--- src/rtl/if_id_fetch_buffer.sv ---
// +---------------------------------------------------------------------------+
// | Module      : if_id_fetch_buffer                                          |
// | Description : IF/ID boundary queue holding fetched {pc, instr} pairs and  |
// |               presenting the oldest to decode; optional IF_ID_STATS_EN    |
// |               adds saturating stall/flush counters.                       |
// | Revision    : 1.0 - initial release                                       |
// +---------------------------------------------------------------------------+
`default_nettype none

module if_id_fetch_buffer #(
  parameter int          DEPTH     = 2,
  parameter logic [31:0] NOP_INSTR = 32'h0000_0000
) (
  input  logic        clk,
  input  logic        rst,
  input  logic [31:0] pc_i,
  input  logic [31:0] instr_i,
  input  logic        fetch_valid_i,
  output logic        fetch_ready_o,
  input  logic        flush_i,
  output logic        id_valid_o,
  input  logic        id_ready_i,
  output logic [31:0] id_pc_o,
  output logic [31:0] id_pc_plus4_o,
  output logic [31:0] id_instr_o
`ifdef IF_ID_STATS_EN
  ,
  output logic [15:0] stall_cnt_o,
  output logic [15:0] flush_cnt_o
`endif
);

  localparam int c_ptr_w = (DEPTH > 1) ? $clog2(DEPTH) : 1;
  localparam int c_cnt_w = $clog2(DEPTH + 1);
  localparam logic [c_ptr_w-1:0] c_ptr_last = c_ptr_w'(DEPTH - 1);
  localparam logic [c_cnt_w-1:0] c_depth    = c_cnt_w'(DEPTH);

  logic [31:0]        r_pc_mem    [DEPTH];
  logic [31:0]        r_instr_mem [DEPTH];
  logic [c_ptr_w-1:0] r_wr_ptr;
  logic [c_ptr_w-1:0] r_rd_ptr;
  logic [c_cnt_w-1:0] r_count;

  logic               w_push;
  logic               w_pop;
  logic [c_ptr_w-1:0] w_wr_ptr_nxt;
  logic [c_ptr_w-1:0] w_rd_ptr_nxt;

  // Ready depends only on stored occupancy, so a full queue refuses a push
  // even when decode drains an entry in the same cycle.
  assign fetch_ready_o = (r_count < c_depth);
  assign id_valid_o    = (r_count != '0);
  assign w_push        = fetch_valid_i & fetch_ready_o;
  assign w_pop         = id_valid_o & id_ready_i;

  assign w_wr_ptr_nxt = (r_wr_ptr == c_ptr_last) ? '0 : r_wr_ptr + 1'b1;
  assign w_rd_ptr_nxt = (r_rd_ptr == c_ptr_last) ? '0 : r_rd_ptr + 1'b1;

  assign id_pc_o       = id_valid_o ? r_pc_mem[r_rd_ptr]    : 32'h0;
  assign id_instr_o    = id_valid_o ? r_instr_mem[r_rd_ptr] : NOP_INSTR;
  assign id_pc_plus4_o = id_pc_o + 32'd4;

  // Payload storage is not reset; entries are only read once marked valid.
  always_ff @(posedge clk) begin
    if (w_push && !flush_i && !rst) begin
      r_pc_mem[r_wr_ptr]    <= pc_i;
      r_instr_mem[r_wr_ptr] <= instr_i;
    end
  end

  always_ff @(posedge clk) begin
    if (rst) begin
      r_wr_ptr <= '0;
      r_rd_ptr <= '0;
      r_count  <= '0;
    end else if (flush_i) begin
      r_rd_ptr <= r_wr_ptr;
      r_count  <= '0;
    end else begin
      if (w_push) r_wr_ptr <= w_wr_ptr_nxt;
      if (w_pop)  r_rd_ptr <= w_rd_ptr_nxt;
      case ({w_push, w_pop})
        2'b10:   r_count <= r_count + 1'b1;
        2'b01:   r_count <= r_count - 1'b1;
        default: r_count <= r_count;
      endcase
    end
  end

`ifdef IF_ID_STATS_EN
  logic [15:0] r_stall_cnt;
  logic [15:0] r_flush_cnt;

  always_ff @(posedge clk) begin
    if (rst) begin
      r_stall_cnt <= '0;
      r_flush_cnt <= '0;
    end else begin
      if (fetch_valid_i && !fetch_ready_o && (r_stall_cnt != 16'hFFFF))
        r_stall_cnt <= r_stall_cnt + 16'd1;
      if (flush_i && id_valid_o && (r_flush_cnt != 16'hFFFF))
        r_flush_cnt <= r_flush_cnt + 16'd1;
    end
  end

  assign stall_cnt_o = r_stall_cnt;
  assign flush_cnt_o = r_flush_cnt;
`endif

endmodule

`default_nettype wire
--- config.mk ---
export PLATFORM = sky130hd
export DESIGN_NAME = if_id_fetch_buffer
export DESIGN_NICKNAME = d
export VERILOG_FILES = /design/src/rtl/if_id_fetch_buffer.sv
export SDC_FILE = /design/constraint.sdc
export NUM_CORES = 1
export LEC_CHECK = 0
export BUFFER_PORTS_ARGS = -buffer_cell sky130_fd_sc_hd__buf_2
export CAP_MARGIN = 10
export CORE_MARGIN = 5
export CORE_UTILIZATION = 47
export CTS_BUF_LIST = sky130_fd_sc_hd__clkbuf_4 sky130_fd_sc_hd__clkbuf_8 sky130_fd_sc_hd__clkbuf_16
export CTS_CLUSTER_DIAMETER = 200
export DETAILED_ROUTE_END_ITERATION = 12
export GPL_ROUTABILITY_DRIVEN = 1
export PLACE_DENSITY = 0.84
export SYNTH_ARGS = -nofsm -noshare
export SYNTH_HDL_FRONTEND = slang
export SYNTH_SLANG_ARGS = --single-unit
--- constraint.sdc ---
create_clock -name clk -period 9 [get_ports clk]
set_input_delay 1.8 -clock clk [delete_from_list [all_inputs] [get_ports clk]]
set_output_delay 1.8 -clock clk [all_outputs]
set_load 0.02 [all_outputs]
After elaboration in Yosys (flattened, before gate mapping)
Memories as Yosys holds them, arrays and structs flattened. A register that Yosys moved wholly into a read port is not among the register bits.
Cells that the tools add are included.

word-level totals
  bits in writable memories = 128
  bits in registers = 4
  memories = 2

memory list
  name         depth  width  read ports  clocked after memory_dff  wr ports  line  text
  r_instr_mem  2      32     1           1                         1         39    logic [31:0] r_instr_mem [DEPTH];
  r_pc_mem     2      32     1           1                         1         38    logic [31:0] r_pc_mem [DEPTH];

operators by class
  reductions and logical operators = 9
  muxes and demuxes = 13
  equality and inequality tests = 2
  bitwise logic cells = 3
  $lt $le $gt $ge = 1
  $add $sub $neg = 5

operator list
  operator                 number
  $mux W32                 2
  $add A32 B3 Y32 const B  1
  $mux W1                  10
  $reduce_bool A2 Y1       3
  $pmux W2 S2              1
  $add A1 B1 Y1 const B    2
  $add A2 B1 Y2 const B    1
  $and A1 B1 Y1            2
  $eq A2 B1 Y1 const B     1
  $eq A2 B2 Y1 const B     1
  $logic_and A1 B1 Y1      2
  $logic_not A1 Y1         2
  $lt A2 B2 Y1 const B     1
  $reduce_and A2 Y1        1
  $reduce_or A2 Y1         1
  $sub A2 B1 Y2 const B    1
  $not A1 Y1               1

Longest topological paths before layout
  depth after elaboration = 6
  depth in mapped cells = 13
  depth with buffers taken out = 10

Least setup slack after synthesis
OpenSTA, ideal clock, no wires.

  path type = input-to-reg
  from = in flush_i
  to = mem r_instr_mem[1][0] (enable)
  buffers on the path = 1
  data arrival time = 8.648 ns
  data required time = 8.334 ns
  setup slack = -0.315 ns
  stages on the path = 2
  library setup time = 0.666 ns
  path through = clkbuf_1 nor4b_1

between the ends
  word-level cells in the longest chain between the ends = 5

RTL lines
  what                              line  text
  start, declared                   20    input logic flush_i,
  $logic_not A1 Y1                  65    if (w_push && !flush_i && !rst) begin
  $logic_and A1 B1 Y1 (2 in a row)  65
  $mux W1                           65
  $mux W1 (implied by the code)     67    r_instr_mem[r_wr_ptr] <= instr_i;
  end, declared                     39

Every way passes these cells.

==> metrics.md <==
| Metric | Value |
|---|---|
| Post-CTS Setup Repair Bufs | `0` |
| Hold EP | `r_wr_ptr` |
| #FFs+latches synth | `133` |
| Count of final setup violators | `0` |
| Synthesized area | `5980 um^2` |
| Compound-Gate Fraction of Synth Area | `2.14%` |
| Final hold slack | `0.540 ns` |
| Worst-margin pin slew | `0.977 ns` |
| Skew final | `around 0.007 ns` |
| Worst Path Required | `between 7 and 8 ns` |
| Simple-gate share of the synthesized area | `~13%` |
| Site row count | `a little over 40` |
| N_diodes | `0` |
| WL per Instance | `17.6 um` |
| R2r startpoint | `r_count[1]` |
| Leak pwr | `2.95 nW` |
| Worst EP arrival | `3.38 ns` |
| Routed WL | `13,500 um` |
| Final period util | `a little under three fifths` |
| DP Area | `6920 um^2` |
| Yosys Warn Count | `0` |
| Crit-path max FO | `52` |
| Distinct cell type count after synthesis | `37` |
| Drt pass-1 iters | `5` |
| Hold buffer count at cts | `0` |
| Half-perimeter wire length after placement | `9450 um` |
| Hold wc startpoint | `r_wr_ptr` |
| Worst r2r dst | `r_instr_mem[1][23]` |
| IO Pins | `167` |
| Hold path depth | `2` |
| Htree depth | `4` |
| Non-filler instance count after layout | `roughly 770` |
| Largest family of logic cells by synthesized area | `simple AND/OR/NAND/NOR gates` |
| Gp weighted congestion | `0.916` |
| Mux contribution to synthesized area | `10.7%` |
| Chip width | `123 um` |
| Post-synth net total | `486` |
| TritonCTS clock tree | `yes` |
| Clk sinks | `133` |
| Most common cell after layout, fill and taps aside | `buf_2` |
| Vias per cell | `5.12` |
| Maximum number of pins on one net before global-route repair | `84` |
| Clk Latency, worst-skew pair | `0.41 ns` |
| Hold Path Class | `flop to flop` |
| Maxcap violations | `0` |
| Min cycle time layout | `5.18 ns` |
| Final instance area | `7470 um^2` |
| Pre-CTS setup slack | `approximately 4.2 ns` |
| Synth Instances | `415` |
| Syn-to-layout area delta | `25.1%` |
| Adder-cell share of the synthesized area | `less than 1%` |
| Fin nets | `654` |
| Critical path launch point type | `flop` |
| VDD IR-drop max | `around 0.00012 V` |
| Initial antenna violation count | `4` |
| Core Area | `12,500 um^2` |
| Pwr/cell area | `around 200 nW/um^2` |
| Clock Pin Slew Worst Setup and Hold Paths | `0.05 ns` |
| Slew HR | `between 30% and 40%` |
| # DRC | `0` |
| Die H | `123 um` |
| Crit path capture type | `output pin` |
| Share of cells above drive strength 1 | `37.3%` |
| Number of global-route vias before repair | `4,023` |
| Avg Inst Size Synth | `14.4 um^2` |
| R2R depth | `4` |
| RSZ-0062 raised after global routing | `false` |
| Setup TNS | `0 ns` |
| Final hold vios | `0` |
| R2R Setup Slk | `7.02 ns` |
| # fillers | `985` |
| First-pass GRT wire length | `20,600 um` |
| Bufs on Longest Clock Path | `2` |
| Gr ovfl total | `0` |
| Inst Count DP | `736` |
| Cts bufs inserted | `17` |
| Pwr Total | `around 1.5 mW` |
| GRT Total Usage | `18.0%` |
| Post-DRT Antenna Nets | `0` |
| Status | `finished clean` |
| Root Driver | `clkbuf_16` |
| Via Count | `just under 4k` |
| DR iter-0 viols | `200` |
| Slew Limit Fails | `0` |
| Post-cts resize count | `0` |
| Critical path class | `flop to output pin` |
| Final WS setup | `3.82 ns` |
| Final core occ | `between 50% and 60%` |
| Starting Density | `47.7%` |
| Die ar. | `15,100 um^2` |
| I/O Buffers | `between 150 and 200` |
| F_max | `0.193 GHz` |
| Most frequent cells in the layout | `buf_2 (166), edfxtp_1 (128), nor2_1 (70)` |
| Synth Area in XOR/XNOR | `4.69%` |
| Post-synthesis sequential area ratio | `66.0%` |
-- flip-flops by register name (all words and copies together), names as in the netlist, named ones only --
| signal | count |
|---|---|
| r_wr_ptr | 1 |
| r_count | 2 |
| r_rd_ptr | 1 |
| r_instr_mem | 64 |
| r_pc_mem | 64 |
-- Yosys cell counts --
library cell / instances / area, um^2
xnor2_1: 6 / 52.6
nor4_1: 1 / 6.26
buf_4: 2 / 15.0
buf_12: 2 / 40.0
ha_1: 2 / 25.0
buf_6: 3 / 33.8
nand3b_4: 1 / 20.0
nor3_1: 16 / 80.1
nand4_2: 2 / 25.0
nor4_2: 5 / 62.6
nor2_2: 1 / 6.26
o21ai_0: 3 / 15.0
a211oi_2: 5 / 62.6
nor3_2: 1 / 10.0
a211oi_1: 2 / 15.0
nand4_4: 1 / 21.3
nor3_4: 2 / 32.5
nor2_1: 71 / 267
a21oi_1: 3 / 15.0
clkbuf_1: 3 / 11.3
xor2_1: 26 / 228
nand3b_1: 7 / 52.6
a211oi_4: 1 / 20.0
buf_8: 1 / 15.0
or3_1: 1 / 6.26
dfxtp_1: 5 / 100
buf_2: 10 / 50.1
nor4_4: 1 / 21.3
mux2_2: 1 / 11.3
nand3_1: 14 / 70.1
inv_1: 6 / 22.5
nand2_1: 13 / 48.8
nand4_1: 4 / 25.0
mux2i_1: 63 / 631
and2_1: 1 / 6.26
nor4b_1: 1 / 8.76
edfxtp_1: 128 / 3840
-- report_power, final --
group | internal, mW | switching, mW | total, mW
registers | 0.694 | 0.00825 | 0.703
logic | 0.0524 | 0.102 | 0.154
clock network | 0.406 | 0.237 | 0.644
-- worst max-delay path, cell delays in order (launching register included) --
cell	delay, ns
dfxtp_4	0.66
buf_4	0.66
mux2i_1	0.29
a211oi_1	0.34
nand4_2	0.29
nor3_1	0.33
xor2_1	0.17
buf_2	0.18
-- metal layers --
layer	up-vias	global-route usage [%]	part of all wire, %
met4	8	6.09	1.1
met5	-	0	0.36
met3	21	7.47	9.4
met2	152	29.4	48
met1	1875	21.5	41
li1	1872	-	-
-- final cells by class --
| cell class | count | area (um^2) | share of cell area, % |
|---|---|---|---|
| Multi-Input combinational cell | 255 | 1870 | 25.1 |
| Tap cell | 172 | 215 | 2.88 |
| Clock inverter | 12 | 114 | 1.52 |
| Clock buffer | 19 | 440 | 5.89 |
| Inverter | 6 | 22.5 | 0.301 |
| Sequential cell | 133 | 3950 | 52.8 |
| Timing Repair Buffer | 170 | 861 | 11.5 |
-- cells by family (layout without fill, tap and decap cells) --
logic type,after synthesis,in the layout
multiplexers,64,64
buffers and inverters,27,207
adder cells (fa/ha/maj),2,2
AND/OR/NAND/NOR,143,143
XOR/XNOR,32,32
AO/OA/AOI/OAI,14,14
flip-flops,133,133
-- how the worst max path moves through the flow --
stage | startpoint | endpoint | slack [ns] | cells after the start
after detailed placement | flop | id_pc_plus4_o[24] | 4.21 | 7
after floorplan | flush_i | r_instr_mem[0][0] | 0.21 | 2
final | flop | id_pc_plus4_o[16] | 3.82 | 7
after global routing | flop | id_pc_plus4_o[28] | 3.53 | 7
after CTS | flop | id_pc_plus4_o[24] | 3.78 | 7
after global placement | flop | id_pc_plus4_o[24] | 4.28 | 7
(Power assumes the default switching activity.)
